==> config.mk <==
export PLATFORM = sky130hd
export DESIGN_NAME = sw_port_conditioner
export DESIGN_NICKNAME = d
export VERILOG_FILES = /design/src/rtl/sw_port_conditioner.sv
export SDC_FILE = /design/constraint.sdc
export NUM_CORES = 1
export LEC_CHECK = 0
export BUFFER_PORTS_ARGS = -buffer_cell sky130_fd_sc_hd__buf_2
export CAP_MARGIN = 10
export CORE_ASPECT_RATIO = 2
export CORE_MARGIN = 5
export CORE_UTILIZATION = 56
export CTS_BUF_LIST = sky130_fd_sc_hd__clkbuf_8
export CTS_CLUSTER_DIAMETER = 100
export DETAILED_ROUTE_END_ITERATION = 7
export HOLD_SLACK_MARGIN = 0.05
export PLACE_DENSITY = 0.85
export SYNTH_ARGS = -nofsm -noshare
export SYNTH_HDL_FRONTEND = slang
export SYNTH_SLANG_ARGS = --single-unit
==> constraint.sdc <==
create_clock -name clk -period 1.9 [get_ports clk]
set_input_delay 0.38 -clock clk [delete_from_list [all_inputs] [get_ports clk]]
set_output_delay 0.38 -clock clk [all_outputs]
set_load 0.1 [all_outputs]
==> src/rtl/sw_port_conditioner.sv <==
// Switch-bus conditioner for CPU input port 1: 2-flop sync, whole-bus debounce, new-data flag.
// Optional sticky rising-edge capture is enabled with `define SW_EDGE_CAPTURE_EN.
module sw_port_conditioner #(
   parameter int WIDTH           = 16,
   parameter int DEBOUNCE_CYCLES = 4
) (
   input  logic             clk,
   input  logic             rst,
   input  logic [WIDTH-1:0] sw_raw,
   input  logic             port_read,
   output logic [WIDTH-1:0] port_data,
   output logic             data_new,
   output logic [WIDTH-1:0] edge_flags
);

   localparam int CNT_W = (DEBOUNCE_CYCLES > 2) ? $clog2(DEBOUNCE_CYCLES) : 1;
   localparam logic [CNT_W-1:0] CNT_MAX = CNT_W'(DEBOUNCE_CYCLES - 1);

   logic [WIDTH-1:0] sync1_q, sync2_q;
   logic [WIDTH-1:0] cand_q, cand_d;
   logic [CNT_W-1:0] cnt_q, cnt_d;
   logic [WIDTH-1:0] port_data_q, port_data_d;
   logic             data_new_q, data_new_d;
   logic             accept;

   // A candidate is accepted only once it has held for the full window and differs from the output.
   assign accept = (sync2_q == cand_q) && (cnt_q == CNT_MAX) && (cand_q != port_data_q);

   always_comb begin
      cand_d      = cand_q;
      cnt_d       = cnt_q;
      port_data_d = port_data_q;
      data_new_d  = data_new_q;
      if (sync2_q != cand_q) begin
         cand_d = sync2_q;
         cnt_d  = '0;
      end else if (cnt_q < CNT_MAX) begin
         cnt_d = cnt_q + 1'b1;
      end
      if (port_read) begin
         data_new_d = 1'b0;
      end
      if (accept) begin
         port_data_d = cand_q;
         data_new_d  = 1'b1;
      end
   end

   always_ff @(posedge clk) begin
      if (rst) begin
         sync1_q     <= '0;
         sync2_q     <= '0;
         cand_q      <= '0;
         cnt_q       <= '0;
         port_data_q <= '0;
         data_new_q  <= 1'b0;
      end else begin
         sync1_q     <= sw_raw;
         sync2_q     <= sync1_q;
         cand_q      <= cand_d;
         cnt_q       <= cnt_d;
         port_data_q <= port_data_d;
         data_new_q  <= data_new_d;
      end
   end

   assign port_data = port_data_q;
   assign data_new  = data_new_q;

`ifdef SW_EDGE_CAPTURE_EN
   logic [WIDTH-1:0] edge_q, edge_d;

   // A read clears old edges, but edges from a same-cycle accept still land.
   always_comb begin
      edge_d = edge_q;
      if (port_read) begin
         edge_d = '0;
      end
      if (accept) begin
         edge_d = edge_d | (cand_q & ~port_data_q);
      end
   end

   always_ff @(posedge clk) begin
      if (rst) begin
         edge_q <= '0;
      end else begin
         edge_q <= edge_d;
      end
   end

   assign edge_flags = edge_q;
`else
   assign edge_flags = '0;
`endif

endmodule

# Yosys cells after proc, flatten, opt, wreduce, memory -nomap -nowiden
# Index checks and enable logic that the tools add are counted.
[word_totals]
out_inout_bits = 33
inputBits = 19
elab_cells = 18
register_bits = 67
[op_classes]
eq_ne = 4
magnitude_cmp = 1
muxes = 2
addsub = 1
n_reduce_logical = 4
[ops]
columns = ["cell", "n"]
rows = [
  ["!= test 16 bit", 2],
  ["equality test 16 bit", 1],
  ["adder 2 x 1 -> 2 bit (second input constant)", 1],
  ["equality test 2 bit (second input constant)", 1],
  ["logical AND 1 bit", 2],
  ["less-than comparator 2 bit (second input constant)", 1],
  ["two-way mux 1 bit", 2],
  ["nonzero test 2 bit", 1],
  ["OR reduction 2 bit", 1],
]

# Logic depth before layout (Yosys ltp)
[depth]
ltp_word = 4
ltp_mapped = 7
depth_no_buf = 5

# Worst setup path before layout
# Ideal clock, no wire load.
[synth_path]
kind = "register to register"
startpoint = "reg port_data_q[1] (netlist: port_data[1])"
endpoint = "reg port_data_q[10] (netlist: port_data[10])"
t_required_ps = 1768
path_buffers = 1
synth_period_minus_slack_ps = 2238
path_slack_ps = -338
path_stages_with_launch = 7
arrival_ps = 2106
setup_ps = 132
path_cell_list = "dfxtp_1 -> xor2_1 -> nor4_1 -> nand4_1 -> clkbuf_1 -> nand4_1 -> a21oi_1"
[synth_via]
elab_chain_len = 2
[synth_rtl]
columns = ["element", "line_no", "text"]
rows = [
  ["start, declared", "22", "logic [WIDTH-1:0] port_data_q, port_data_d;"],
  ["start signal, assigned", "62", "port_data_q <= port_data_d;"],
  ["!= test 16 bit", "27", "assign accept = (sync2_q == cand_q) && (cnt_q == CNT_MAX) && (cand_q != port_data_q);"],
  ["logical AND 1 bit", "27", ""],
]
# No other way between the ends.
# A chain may end at the register's enable or synchronous reset.

# Worst setup path after layout
[layout_path]
startpoint = "reg cand_q[9]"
endpoint = "reg port_data_q[15] (netlist: port_data[15])"
[layout_via]
elab_chain_len = 3
word_cells_on_any_way = 4
cone_classes = "eq/ne (2); reduce/logical (2)"
[layout_rtl]
columns = ["element", "line_no", "text"]
rows = [
  ["start, declared", "20", "logic [WIDTH-1:0] cand_q, cand_d;"],
  ["start signal, assigned", "60", "cand_q <= cand_d;"],
  ["equality test 16 bit", "27", ""],
  ["logical AND 1 bit", "27", ""],
  ["logical AND 1 bit (*)", "27", ""],
]
# Mark *: on every way between the ends. The rest lies on a longest branch, timed or not.

==> out/metrics.yaml <==
global_route:
  antenna_found_initial: 0
  grt_max_degree: 27
  grt_pass1_wl_um: 7780
  grt_overflow: 0
  grt.total_usage_pct: 16.7
  first_global_vias: 1704
flow_run:
  maxCapViolations: 0
logic_synthesis:
  synth_area_sq_um: 2650
  syn_avg_cell_area_sq_um: 10.6
  netlist-cell-type-count: 23
  synth-warning-count: 0
  synth_seq_cells: 67
  ys_seq_area_share_pct: 50.7
  syn_inst: 250
floorplanning:
  start_util_pct: 57.5
  ioPinCount: 52
  core_sq_um: 4600
  die_h_um: 107
  die_area_sq_um: 6280
  rows: 35
  die_width_um: 58.6
power_and_ir_drop:
  fin_total_pwr_w: 0.00310
  p_per_area_nw_per_um2: 1010
  power_frac_clock_pct: 41.8
  p_int_w: 0.00233
  switching_share_pct: 24.8
  p_comb_share_pct: 11.1
  seqPwrFrac_pct: 47.2
  p_switching_w: 0.000770
  peakVddDrop_uv: 720
  leakage_nw: 1.42
placed_design:
  place_hpwl_um: 3530
  place_ws_ns: 0.0970
  gp_congestion: 0.804
  port_buffers: 35
clocking:
  cts_buffers: 9
  clkLatencyLatePin_ns: 0.33
  cts.path.max_buffers: 2
  cts.reportedPaths.clkPinSlew_ns: 0.07
  cts.htree.levels: 3
  cts_setup_buffers: 0
  cts_root_buf: "clkbuf_8"
  cts_sinks: 67
  cts_resized: 0
  cts_hold_buf: 0
  tritoncts: "built"
drt:
  post_drt_wl_per_cell_um: 14.4
  vias: 1879
  remaining_drc_errors: 0
  first_pass_iters: 4
  vias_per_cell: 5.38
  finalWirelength_um: 5010
  antenna_left: 0
  drt_iter0_drc: 30
setup_path:
  critPathKind: "reg2reg"
  worstPathMaxFanout: 16
  required_ns: 2.11
  critPathCaptureType: "register"
  critPathLaunchType: "register"
  worstPathArrival_ns: 2.04
layout:
  fin_nets: 309
  insertedDiodeCount: 0
  drive_gt1_share_pct: 29.9
  fillerInstances: 381
  areaGrowthSynthToFinish_pct: 16.1
timing:
  tns_ns: 0
  period_share_pct: 96.1
  drv_slew: 0
  setup_viol_count_final: 0
  worst_clock_skew_ns: 0.00387
  max_slew.worst_pin.slew_ns: 0.583
  final.setup.worst_slack_ns: 0.0736
  fmax_mhz: 548
  slew_headroom_pct: 61.1
  rsz0062_at_grt: "no"
  hold_viol_final: 0
  period_minus_slack_ns: 1.83
hold_path:
  hp-class: "in2reg"
status:
  outcome: "finished clean"
Yosys cell counts:
master,number,area [sq um]
nor4_2,4,50.1
nor4_1,4,25.0
buf_4,16,120
nand4_1,17,106
buf_2,2,10.0
nand4_2,1,12.5
dfxtp_1,67,1340
nand3_1,1,5.00
clkbuf_1,9,33.8
a21oi_1,17,85.1
xor2_1,33,289
and4_1,2,17.5
o31ai_2,6,75.1
buf_6,4,45.0
nand2b_1,2,12.5
mux2i_1,1,10.0
buf_1,1,3.75
inv_1,1,3.75
nor2_1,2,7.51
conb_1,1,3.75
o31ai_1,10,75.1
ha_1,1,12.5
nor2b_1,48,300
critical path, stage by stage, from the launching register on:
cell and delay (ns):
dfxtp_1 0.35, xor2_1 0.18, nor4_2 0.39, nand4_2 0.14
buf_4 0.23, o31ai_1 0.31, a21oi_1 0.10
flip-flops by register name (all words and copies together) (netlist names):
signal and count:
sync1_q 16, data_new 1, cnt_q 2, cand_q 16, port_data 16, sync2_q 16
routing by layer:
metal	global-route usage, %	up-vias	wire length (um)
met2	29.0	77	2680
li1	-	896	-
met1	15.8	887	1790
met4	11.8	0	235
met3	5.06	19	306
met5	0	-	0
power by group through the flow:
stage	logic (W)	registers, W	clock network, W
3_5_place_dp	0.000337	0.00149	0
6_report	0.000343	0.00146	0.00129
4_1_cts	0.000340	0.00146	0.00133
2_1_floorplan	0.000310	0.00149	0
5_1_grt	0.000362	0.00147	0.00139
3_3_place_gp	0.000334	0.00149	0
metrics by stage:
step / instance area, sq um / hold WS [ns] / util, % / instances
finish: 3070 / 0.250 / 66.8 / 349
global route: 3070 / 0.240 / 66.8 / 349
CTS: 3070 / 0.231 / 66.7 / 349
detailed placement: 2840 / 0.423 / 61.7 / 333
global placement: 2840 / 0.417 / 61.7 / 333
floorplan: 2730 / 0.414 / - / 265
final cells by class:
cell class / count / area (sq um) / share of cell area (%)
Tap cell: 55 / 68.8 / 2.24
Multi-Input combinational cell: 165 / 1150 / 37.4
Timing Repair Buffer: 45 / 250 / 8.15
Sequential cell: 67 / 1370 / 44.6
Clock inverter: 5 / 76.3 / 2.48
Clock buffer: 11 / 151 / 4.93
Inverter: 1 / 3.75 / 0.122
cell usage in the layout, fill, tap and decap left out:
master      netlist  final
nand4_2           1      1
dfxtp_1          67     51
buf_2             2     35
nor2b_1          48     48
nand3_1           1      1
ha_1              1      1
nor4_2            4      5
clkinvlp_4        0      1
xor2_1           33     33
buf_4            16     10
nand2b_1          2      2
nor4_1            4      3
conb_1            1     16
dfxtp_4           0      4
inv_1             1      2
nand4_1          17     17
mux2i_1           1      1
clkbuf_8          0     11
dfxtp_2           0     12
o31ai_1          10     10
clkinv_2          0      1
and4_1            2      2
a21oi_1          17     17
o31ai_2           6      6
nor2_1            2      2
bufinv_16         0      2
logic make-up (layout without fill, tap and decap cells):
| group | Yosys count | in the layout | share of synthesized area, % |
|---|---|---|---|
| xor gates and xnor gates | 33 | 33 | 10.9 |
| muxes | 1 | 1 | 0.378 |
| and+or+nand+nor | 81 | 81 | 20.3 |
| adders and majority gates | 1 | 1 | 0.473 |
| other | 1 | 16 | 0.142 |
| DFF | 67 | 67 | 50.7 |
| buffers and inverters | 33 | 62 | 8.18 |
| AOI/OAI and AO/OA | 33 | 33 | 8.89 |
final timing paths:
check	endpoint	depth (start not counted)	slack, ns	from
min reg2reg	sync2_q[12]	1	0.44	sync1_q[12]
max reg2reg	port_data[15]	6	0.07	cand_q[9]
min	sync1_q[9]	2	0.25	sw_raw[9]
max	port_data[15]	6	0.07	cand_q[9]
No activity file was read; power rests on OpenSTA's default activity.
